--- src/rtl/out_display_if.sv ---
// out_display_if: groups the output-register load bus and the display pins.
// The CPU side drives the load strobe and value and watches the display
// pins. The display side consumes the load strobe and drives the pins.
interface out_display_if #(
  parameter int WIDTH  = 16,
  parameter int DIGITS = 5
);
  logic              clk_en;
  logic              i_load_enable;
  logic [WIDTH-1:0]  i_load_data;
  logic [6:0]        o_seg;
  logic [DIGITS-1:0] o_an;
  logic              o_busy;

  modport master (
    output clk_en,
    output i_load_enable,
    output i_load_data,
    input  o_seg,
    input  o_an,
    input  o_busy
  );

  modport slave (
    input  clk_en,
    input  i_load_enable,
    input  i_load_data,
    output o_seg,
    output o_an,
    output o_busy
  );
endinterface

--- src/rtl/out_display.sv ---
// out_display: converts a binary value from the output register into BCD
// and scans it across a multiplexed active-low 7-segment display.
//
// Conversion is a serial double-dabble that takes one step per clk. A load
// that arrives while a conversion is running is parked in a one-deep pending
// slot. The newest value wins.
//
// Build option: define OUT_DISPLAY_BLANK_EN to blank leading-zero digits.
// Digit 0 is never blanked.
module out_display #(
  parameter int WIDTH    = 16,
  parameter int DIGITS   = 5,
  parameter int SCAN_DIV = 1024
) (
  input  logic         clk,
  input  logic         rst_n,
  out_display_if.slave bus
);

  localparam int BCD_W  = 4 * DIGITS;
  localparam int STEP_W = $clog2(WIDTH + 1);
  localparam int DIV_W  = (SCAN_DIV > 2) ? $clog2(SCAN_DIV) : 1;
  localparam int IDX_W  = (DIGITS > 1) ? $clog2(DIGITS) : 1;

  typedef enum logic [1:0] {
    IDLE    = 2'd0,
    CONVERT = 2'd1,
    COMMIT  = 2'd2
  } state_t;

  state_t              state_q, state_d;
  logic [WIDTH-1:0]    shift_q, shift_d;
  logic [BCD_W-1:0]    bcd_q, bcd_d;
  logic [STEP_W-1:0]   stepCnt_q, stepCnt_d;
  logic                pendValid_q, pendValid_d;
  logic [WIDTH-1:0]    pendData_q, pendData_d;
  logic [BCD_W-1:0]    disp_q, disp_d;
  logic [BCD_W+WIDTH-1:0] dabbled;

  logic [DIV_W-1:0]    divCnt_q;
  logic [IDX_W-1:0]    digitIdx_q;
  logic [6:0]          seg_q;
  logic [DIGITS-1:0]   an_q;

  logic [3:0]          curNibble;
  logic                curBlank;
  logic                loadEvent;

  assign loadEvent = bus.clk_en && bus.i_load_enable;

  // One double-dabble step: bias every nibble >= 5 by 3, then shift the
  // {bcd, binary} pair left by one so the next binary bit enters the BCD.
  function automatic logic [BCD_W+WIDTH-1:0] dabbleStep(
    input logic [BCD_W-1:0] bcdIn,
    input logic [WIDTH-1:0] binIn
  );
    logic [BCD_W-1:0] adj;
    adj = bcdIn;
    for (int i = 0; i < DIGITS; i++) begin
      if (adj[4*i +: 4] >= 4'd5) begin
        adj[4*i +: 4] = adj[4*i +: 4] + 4'd3;
      end
    end
    return {adj, binIn} << 1;
  endfunction

  // Active-low {g,f,e,d,c,b,a} pattern. Non-decimal nibbles show nothing.
  function automatic logic [6:0] segPattern(input logic [3:0] nib);
    case (nib)
      4'd0:    segPattern = 7'b1000000;
      4'd1:    segPattern = 7'b1111001;
      4'd2:    segPattern = 7'b0100100;
      4'd3:    segPattern = 7'b0110000;
      4'd4:    segPattern = 7'b0011001;
      4'd5:    segPattern = 7'b0010010;
      4'd6:    segPattern = 7'b0000010;
      4'd7:    segPattern = 7'b1111000;
      4'd8:    segPattern = 7'b0000000;
      4'd9:    segPattern = 7'b0010000;
      default: segPattern = 7'b1111111;
    endcase
  endfunction

  // Conversion FSM state register, scratch registers and the display register.
  always_ff @(posedge clk or negedge rst_n) begin
    if (!rst_n) begin
      state_q     <= IDLE;
      shift_q     <= '0;
      bcd_q       <= '0;
      stepCnt_q   <= '0;
      pendValid_q <= 1'b0;
      pendData_q  <= '0;
      disp_q      <= '0;
    end else begin
      state_q     <= state_d;
      shift_q     <= shift_d;
      bcd_q       <= bcd_d;
      stepCnt_q   <= stepCnt_d;
      pendValid_q <= pendValid_d;
      pendData_q  <= pendData_d;
      disp_q      <= disp_d;
    end
  end

  // Next-state logic: start, step, commit, and park late loads in pending.
  always_comb begin
    state_d     = state_q;
    shift_d     = shift_q;
    bcd_d       = bcd_q;
    stepCnt_d   = stepCnt_q;
    pendValid_d = pendValid_q;
    pendData_d  = pendData_q;
    disp_d      = disp_q;
    dabbled     = '0;

    case (state_q)
      IDLE: begin
        // A fresh load is newer than anything still pending, so it wins.
        if (loadEvent) begin
          shift_d     = bus.i_load_data;
          bcd_d       = '0;
          stepCnt_d   = '0;
          pendValid_d = 1'b0;
          state_d     = CONVERT;
        end else if (pendValid_q) begin
          shift_d     = pendData_q;
          bcd_d       = '0;
          stepCnt_d   = '0;
          pendValid_d = 1'b0;
          state_d     = CONVERT;
        end
      end

      CONVERT: begin
        dabbled          = dabbleStep(bcd_q, shift_q);
        {bcd_d, shift_d} = dabbled;
        stepCnt_d        = stepCnt_q + STEP_W'(1);
        if (stepCnt_q == STEP_W'(WIDTH - 1)) begin
          state_d = COMMIT;
        end
        if (loadEvent) begin
          pendValid_d = 1'b1;
          pendData_d  = bus.i_load_data;
        end
      end

      COMMIT: begin
        disp_d = bcd_q;
        if (pendValid_q) begin
          shift_d     = pendData_q;
          bcd_d       = '0;
          stepCnt_d   = '0;
          pendValid_d = 1'b0;
          state_d     = CONVERT;
        end else begin
          state_d = IDLE;
        end
        // A load on this edge refills the slot that was just emptied.
        if (loadEvent) begin
          pendValid_d = 1'b1;
          pendData_d  = bus.i_load_data;
        end
      end

      default: begin
        state_d = IDLE;
      end
    endcase
  end

  // Pick the nibble of the digit being scanned from the committed display.
  always_comb begin
    curNibble = 4'd0;
    for (int i = 0; i < DIGITS; i++) begin
      if (digitIdx_q == IDX_W'(i)) begin
        curNibble = disp_q[4*i +: 4];
      end
    end
  end

`ifdef OUT_DISPLAY_BLANK_EN
  // Blank the current digit if it and every digit above it are zero.
  always_comb begin
    logic seenNonZero;
    seenNonZero = 1'b0;
    curBlank    = 1'b0;
    for (int i = DIGITS - 1; i >= 1; i--) begin
      if (disp_q[4*i +: 4] != 4'd0) begin
        seenNonZero = 1'b1;
      end
      if (digitIdx_q == IDX_W'(i)) begin
        curBlank = !seenNonZero;
      end
    end
  end
`else
  assign curBlank = 1'b0;
`endif

  // Scan divider, digit index, and registered segment/anode drive.
  always_ff @(posedge clk or negedge rst_n) begin
    if (!rst_n) begin
      divCnt_q   <= '0;
      digitIdx_q <= '0;
      seg_q      <= 7'b1111111;
      an_q       <= '1;
    end else begin
      if (divCnt_q == DIV_W'(SCAN_DIV - 1)) begin
        divCnt_q <= '0;
        if (digitIdx_q == IDX_W'(DIGITS - 1)) begin
          digitIdx_q <= '0;
        end else begin
          digitIdx_q <= digitIdx_q + IDX_W'(1);
        end
      end else begin
        divCnt_q <= divCnt_q + DIV_W'(1);
      end
      an_q  <= ~(DIGITS'(1) << digitIdx_q);
      seg_q <= curBlank ? 7'b1111111 : segPattern(curNibble);
    end
  end

  assign bus.o_seg  = seg_q;
  assign bus.o_an   = an_q;
  assign bus.o_busy = (state_q != IDLE) || pendValid_q;

endmodule

--- src/flat_wrapper.sv ---
// flat-port wrapper written by rule: the top's interface ports become plain ports
module out_display_flat 
#(
  parameter int WIDTH    = 16,
  parameter int DIGITS   = 5,
  parameter int SCAN_DIV = 1024
)
  (clk, rst_n, bus_clk_en, bus_i_load_enable, bus_i_load_data, bus_o_seg, bus_o_an, bus_o_busy);
  out_display_if #(.WIDTH(WIDTH), .DIGITS(DIGITS)) bus_i ();
  input  logic clk;
  input  logic rst_n;
  input wire logic [$bits(bus_i.clk_en)-1:0] bus_clk_en;
  input wire logic [$bits(bus_i.i_load_enable)-1:0] bus_i_load_enable;
  input wire logic [$bits(bus_i.i_load_data)-1:0] bus_i_load_data;
  output wire logic [$bits(bus_i.o_seg)-1:0] bus_o_seg;
  output wire logic [$bits(bus_i.o_an)-1:0] bus_o_an;
  output wire logic [$bits(bus_i.o_busy)-1:0] bus_o_busy;
  assign bus_i.clk_en = bus_clk_en;
  assign bus_i.i_load_enable = bus_i_load_enable;
  assign bus_i.i_load_data = bus_i_load_data;
  assign bus_o_seg = bus_i.o_seg;
  assign bus_o_an = bus_i.o_an;
  assign bus_o_busy = bus_i.o_busy;
  out_display #(.WIDTH(WIDTH), .DIGITS(DIGITS), .SCAN_DIV(SCAN_DIV)) u_core (.clk(clk), .rst_n(rst_n), .bus(bus_i));
endmodule
--- config.mk ---
export PLATFORM = sky130hd
export DESIGN_NAME = out_display_flat
export DESIGN_NICKNAME = d
export VERILOG_FILES = /design/src/rtl/out_display_if.sv /design/src/rtl/out_display.sv /design/src/flat_wrapper.sv
export SDC_FILE = /design/constraint.sdc
export NUM_CORES = 1
export LEC_CHECK = 0
export ABC_AREA = 1
export BUFFER_PORTS_ARGS = -buffer_cell sky130_fd_sc_hd__buf_2
export CAP_MARGIN = 20
export CORE_MARGIN = 4
export CORE_UTILIZATION = 40
export CTS_BUF_LIST = sky130_fd_sc_hd__clkbuf_4 sky130_fd_sc_hd__clkbuf_8 sky130_fd_sc_hd__clkbuf_16
export DETAILED_ROUTE_END_ITERATION = 10
export SLEW_MARGIN = 20
export SYNTH_ARGS = -nofsm -noshare
export SYNTH_HDL_FRONTEND = slang
export SYNTH_SLANG_ARGS = --single-unit
--- constraint.sdc ---
create_clock -name clk -period 1.77 [get_ports clk]
set_input_delay 0.354 -clock clk [delete_from_list [all_inputs] [get_ports clk]]
set_output_delay 0.354 -clock clk [all_outputs]
set_load 0.005 [all_outputs]
==> After elaboration in Yosys (flattened, before gate mapping) <==
Memory sizes are Yosys's and may differ from the RTL's. A register that Yosys moved wholly into a read port is not among the register bits.
Cells that the tools add are included.
{ "word_totals": {"register_bits": 98, "mem_bits_ro": 112, "in_bits": 20, "output_inout_bits": 13, "wordCells": 77, "n_memories": 1} }
{ "mem_list": {"columns": ["name", "depth", "word_bits", "rd", "rd_clocked_by_memory_dff", "wr", "line", "text"], "rows": [
  ["(name not given)", 16, 7, 1, 1, 0, "out_display.sv:69", "case (nib)"]
]} }
{ "op_classes": {"n_addsub": 8, "magnitude_cmp": 5, "n_eq_ne": 11, "n_shift": 1, "muxes": 29, "bitwise_logic": 1, "reduce_logical": 11} }
{ "ops": {"columns": ["operator", "count"], "rows": [
  ["$pmux 20 s3", 1],
  ["$pmux 16 s3", 1],
  ["$mux 20", 2],
  ["$mux 4", 9],
  ["$mux 16", 2],
  ["$ge 4x3->1 const B", 5],
  ["$add 4x2->4 const B", 4],
  ["$pmux 5 s3", 1],
  ["$add 10x1->10 const B", 1],
  ["$eq 10x10->1 const B", 1],
  ["$mux 10", 1],
  ["$mux 5", 2],
  ["$eq 3x2->1 const B", 2],
  ["$mux 2", 3],
  ["$mux 3", 2],
  ["$pmux 2 s3", 1],
  ["$reduce_and 2->1", 3],
  ["$add 5x1->5 const B", 1],
  ["$eq 5x4->1 const B", 1],
  ["$not 5->5", 1],
  ["$shl 1x3->5 const A", 1],
  ["$ne 2x1->1 const B", 2],
  ["$add 3x1->3 const B", 1],
  ["$add 3x2->3 const B", 1],
  ["15 further kinds", 17]
]} }

==> Longest topological paths before layout <==
{ "logic_depth": {"word_depth": 6, "ltp_mapped": 13, "ltp_nobuf": 13} }

==> Least setup slack after synthesis <==
Ideal clock, no wire load.
{ "synth_path": {"path_type": "register -> register", "startpoint": "register u_core.digitIdx_q[0]", "endpoint": "register u_core.seg_q[3], in the netlist u_core.bus.o_seg[3]", "setup_ns": 0.061, "arrival_ns": 1.819, "t_required_ns": 1.709, "path_slack_ns": -0.110, "stages_incl_launch_ff": 12, "path_buffers": 0, "period_less_slack_ns": 1.880, "cell_sequence": "dfrtp_1 > ha_1 > ha_1 > inv_1 > o21ai_0 > inv_1 > nand2_1 > a21oi_1 > ha_1 > a21oi_1 > nand2_1 > nand2_1"} }
{ "synth_between": {"elab_chain_cells": 6, "elab_cells_between_ends": 10, "cone_classes": "eq/ne: 4; mux: 5; reduce/logical: 1"} }
{ "synth_lines": {"columns": ["element", "line", "text"], "rows": [
  ["start, declared", "out_display.sv:41", "logic [IDX_W-1:0] digitIdx_q;"],
  ["start signal, assigned", "out_display.sv:213", "digitIdx_q <= digitIdx_q + IDX_W'(1);"],
  ["$logic_not 3->1", "out_display.sv:175", "if (digitIdx_q == IDX_W'(i)) begin"],
  ["$mux 4 (4 in series)", "out_display.sv:175", null],
  ["$mux 4 *", "out_display.sv:175", null],
  ["end, declared", "out_display.sv:42", "logic [6:0] seg_q;"]
]} }
Every way passes the cells marked *; elsewhere a longest branch is shown, timed or not.
A chain may end at the register's enable or synchronous reset.

==> Worst setup path in the final report <==
{ "layout_path": {"startpoint": "register u_core.digitIdx_q[1]", "endpoint": "register u_core.seg_q[3], in the netlist u_core.bus.o_seg[3]"} }
The elaborated chain is that of the path after synthesis.

==> key figures <==
Run status
  • Status: complete, but fails checks
  • Failing checks: negative setup slack

Timing
  • Final worst slack: -0.0820 ns
  • Post-route setup TNS: -0.146 ns
  • Setup Viol. Count Final: 6
  • Final period util: 105%
  • Least-Margin Pin Slew: 0.444 ns
  • Minimum clock period: 1.85 ns
  • Post-Route Skew: slightly above 0.006 ns
  • Hold Fails Final Rpt: 0
  • RSZ-0062 raised after global routing: true
  • Rel. slew slack: 70.0%
  • Final Max Slew Viols: 0
  • Max Clk Rate: 540 MHz

Clocking
  • H-tree Lvls: 3
  • Clock root buffer: clkbuf_16
  • CTS sink cnt: 105
  • CTS clk-pin slew, worst paths: 0.06 ns
  • Num CTS Buffers: 9
  • Clock latency on the worst-skew pair: about 0.35 ns
  • CTS tree: done
  • Max clock buf depth: 2

Synthesis
  • Sequential-to-total area share from yosys stat: 49.6%
  • Adder-cell share of the synthesized area: 5.40%
  • Post-Synth XOR/XNOR Area: 0.329%
  • Compound-Gate Fraction of Synth Area: about a fifth
  • Largest family of logic cells by synthesized area: compound AO/OA/AOI/OAI gates
  • Cells after synthesis: 639
  • Simple-gate share of the synthesized area: 15.8%
  • Synth area leaders: dfrtp_1 44%, nand2_1 9.3%, o21ai_0 8.0%
  • Synthesized area: 0.00533 mm²
  • Yosys reg bits: 105
  • Warnings, synthesis: 0
  • Mux cell area share after synthesis: 0%
  • Post-synth cell types: 35
  • Average size of a mapped cell: between 8 and 9 µm²
  • Post-Syn Nets: 682
  • Share of Yosys cell area claimed by the top area cell type: 43.7%
  • Cell taking the most area after synthesis: dfrtp_1

Floorplanning
  • Rows: 41
  • Die height: around 120 µm
  • Die area: 0.0152 mm²
  • IO Count: 33
  • Die width: approximately 120 µm
  • Initial core utilization: 41.6%
  • Core Box Area: around 0.013 mm²

Finish
  • NumNets Final: 753
  • Area delta synth->final: 21.6%
  • Layout Cells excl Fill: 885
  • Share of cells above drive strength 1: 22.9%
  • Antenna cell count: 0
  • Design Area, Final: 0.00648 mm²

Place
  • Dpl ws: -0.110 ns
  • Input/output buffers: 32
  • GPL Wtd Cong: between 0.8 and 0.9
  • Post-Place Cells: 857
  • Post-place instance area: 0.00595 mm²
  • DP Wirelength: 7960 µm

Pwr
  • PwrDens: roughly 1200 mW/mm²
  • Worst VDD drop: 0.000751 V
  • Static Leak: between 3 and 4 nW

Detailed routing
  • Detailed-route wire length: 11600 µm
  • WL/cell: 13.1 µm
  • DRC viols: 0
  • Router iterations before antenna repair: 5
  • Antenna Nets Post-Route: 0
  • Vias post-DR: between 4000 and 5000
  • DR iter-0 viols: 203
  • Vias per inst: 4.90

Hold path
  • Hold Crit Depth: 3
  • Worst Hold Class: in -> reg

Worst setup path
  • Crit-path max FO: 7
  • FF-to-FF path depth: 11
  • Worst path bufs/invs: 2
  • Worst path slowest cell: dfrtp_2
  • Worst Path Required: 2.06 ns
  • Setup CP Type: reg -> reg
  • CP Cell Sequence: buf_4, ha_2, nand2_4, o21ai_0, inv_1, nand2_2, a21oi_2, ha_1, a21oi_2, nand2_1, nand2_1
  • Worst path depth: 11
  • CP Launch Type: register
  • Max incr delay on CP: 0.45 ns
  • Worst path top cell family by delay: flip-flops
  • Nature of the critical path endpoint: register
  • Worst Path Arrival: 2.15 ns

Job
  • Max-Cap Viols: 0

Global route
  • GR Util All Layers: 16.4%
  • Vias in the first global route: 4280
  • Largest net degree at the start of global routing: 49
  • Remaining Overflow, GRT: 0
  • Initial antenna violation count: 0
  • First-pass GRT wire length: 19800 µm
## metal layers
layer | track usage [%] | share of wire (%)
met5 | 0 | 0
met4 | 5.26 | 1.4
met3 | 4.39 | 3.8
met2 | 28.3 | 49
met1 | 19.8 | 46
## cell usage after synthesis
cell,n
nand2_1,132
inv_1,111
dfrtp_1,93
o21ai_0,85
nor2_1,43
ha_1,23
a21oi_1,20
nand3_1,20
o22ai_1,20
clkbuf_1,13
o21ai_1,13
dfstp_2,12
o21ai_2,10
o22ai_2,7
a31oi_1,4
buf_6,4
a211oi_1,2
a21oi_2,2
buf_2,2
inv_2,2
nand2_2,2
nand2_4,2
nor2_2,2
nor3_1,2
o211ai_1,2
xor2_1,2
a22o_1,1
a22oi_1,1
a31o_2,1
inv_4,1
nand4_1,1
nor4b_1,1
o21ai_4,1
or2_1,1
or2_2,1
## registers in the layout (all words and copies together) (netlist names)
name                cells
u_core.bcd_q           20
u_core.digitIdx_q       3
u_core.shift_q         16
u_core.disp_q          20
u_core.pendValid_q      1
u_core.pendData_q      16
u_core.state_q          2
u_core.divCnt_q        10
u_core.bus.o_seg        7
u_core.stepCnt_q        5
u_core.bus.o_an         5
## report_power, final
group	total, mW	leakage, nW	internal [mW]	switching (mW)
registers	3.03	1.37	2.82	0.210
clock network	1.99	0.141	1.13	0.854
logic	3.07	1.57	1.21	1.86
## logic make-up (layout without fill, tap and decap cells)
group | Yosys count | in the layout
xor+xnor | 2 | 2
simple gates | 207 | 207
fa+ha+maj | 23 | 23
compound gates | 169 | 169
buf+inv | 133 | 207
flops | 105 | 105
## timing repair
item	CTS	global route
hold endpoints to repair	13	0
endpoints found under the setup margin	9	20
resized for setup	22	16
buffers inserted	9	4
hold buffers	1	0
pin swaps	12	11
## worst register-to-register path, stage by stage, from the launching register on
cell     delay, ns
dfrtp_2       0.45
buf_4         0.15
ha_2          0.19
nand2_4       0.09
o21ai_0       0.08
inv_1         0.08
nand2_2       0.06
a21oi_2       0.16
ha_1          0.26
a21oi_2       0.16
nand2_1       0.06
nand2_1       0.05
## stage by stage
step           power (mW)  util [%]  hold slack (ns)
2_1_floorplan        5.01         -           0.0584
3_3_place_gp         6.00      46.4            0.295
3_5_place_dp         6.08      46.4            0.293
4_1_cts              8.14      49.9            0.271
5_1_grt              8.63      50.5            0.287
6_report             8.09      50.5            0.279
## final timing paths
path | from | to | slack [ns]
max | u_core.digitIdx_q[1]$_DFFE_PN0N_ | u_core.bus.o_seg[3]$_DFF_PN1_ | -0.08
min | bus_i_load_data[1] | u_core.pendData_q[1]$_DFFE_PN0P_ | 0.28
max reg2reg | u_core.digitIdx_q[1]$_DFFE_PN0N_ | u_core.bus.o_seg[3]$_DFF_PN1_ | -0.08
min reg2reg | u_core.pendData_q[10]$_DFFE_PN0P_ | u_core.pendData_q[10]$_DFFE_PN0P_ | 0.49
max in group asynchronous | rst_n | u_core.bcd_q[7]$_DFFE_PN0P_ | 0.71
min in group asynchronous | rst_n | u_core.divCnt_q[4]$_DFF_PN0_ | 0.46
## cell type report
cell class / count / area, µm²
Tap cell: 172 / 215
Sequential cell: 105 / 2650
Clock buffer: 11 / 246
Fill cell: 1229 / 6350
Multi-Input combinational cell: 401 / 2290
Timing Repair Buffer: 79 / 606
Inverter: 114 / 435
Clock inverter: 3 / 42.5
## layout by cell type (no fill, tap or decap), types with 10 or more instances in the layout
| cell type | count |
|---|---|
| a21oi_1 | 16 |
| buf_2 | 31 |
| buf_4 | 40 |
| dfrtp_1 | 91 |
| dfstp_2 | 12 |
| ha_1 | 17 |
| inv_1 | 104 |
| nand2_1 | 127 |
| nand3_1 | 18 |
| nor2_1 | 41 |
| o21ai_0 | 81 |
| o21ai_1 | 17 |
| o21ai_2 | 10 |
| o22ai_1 | 20 |
(Power assumes the default switching activity.)
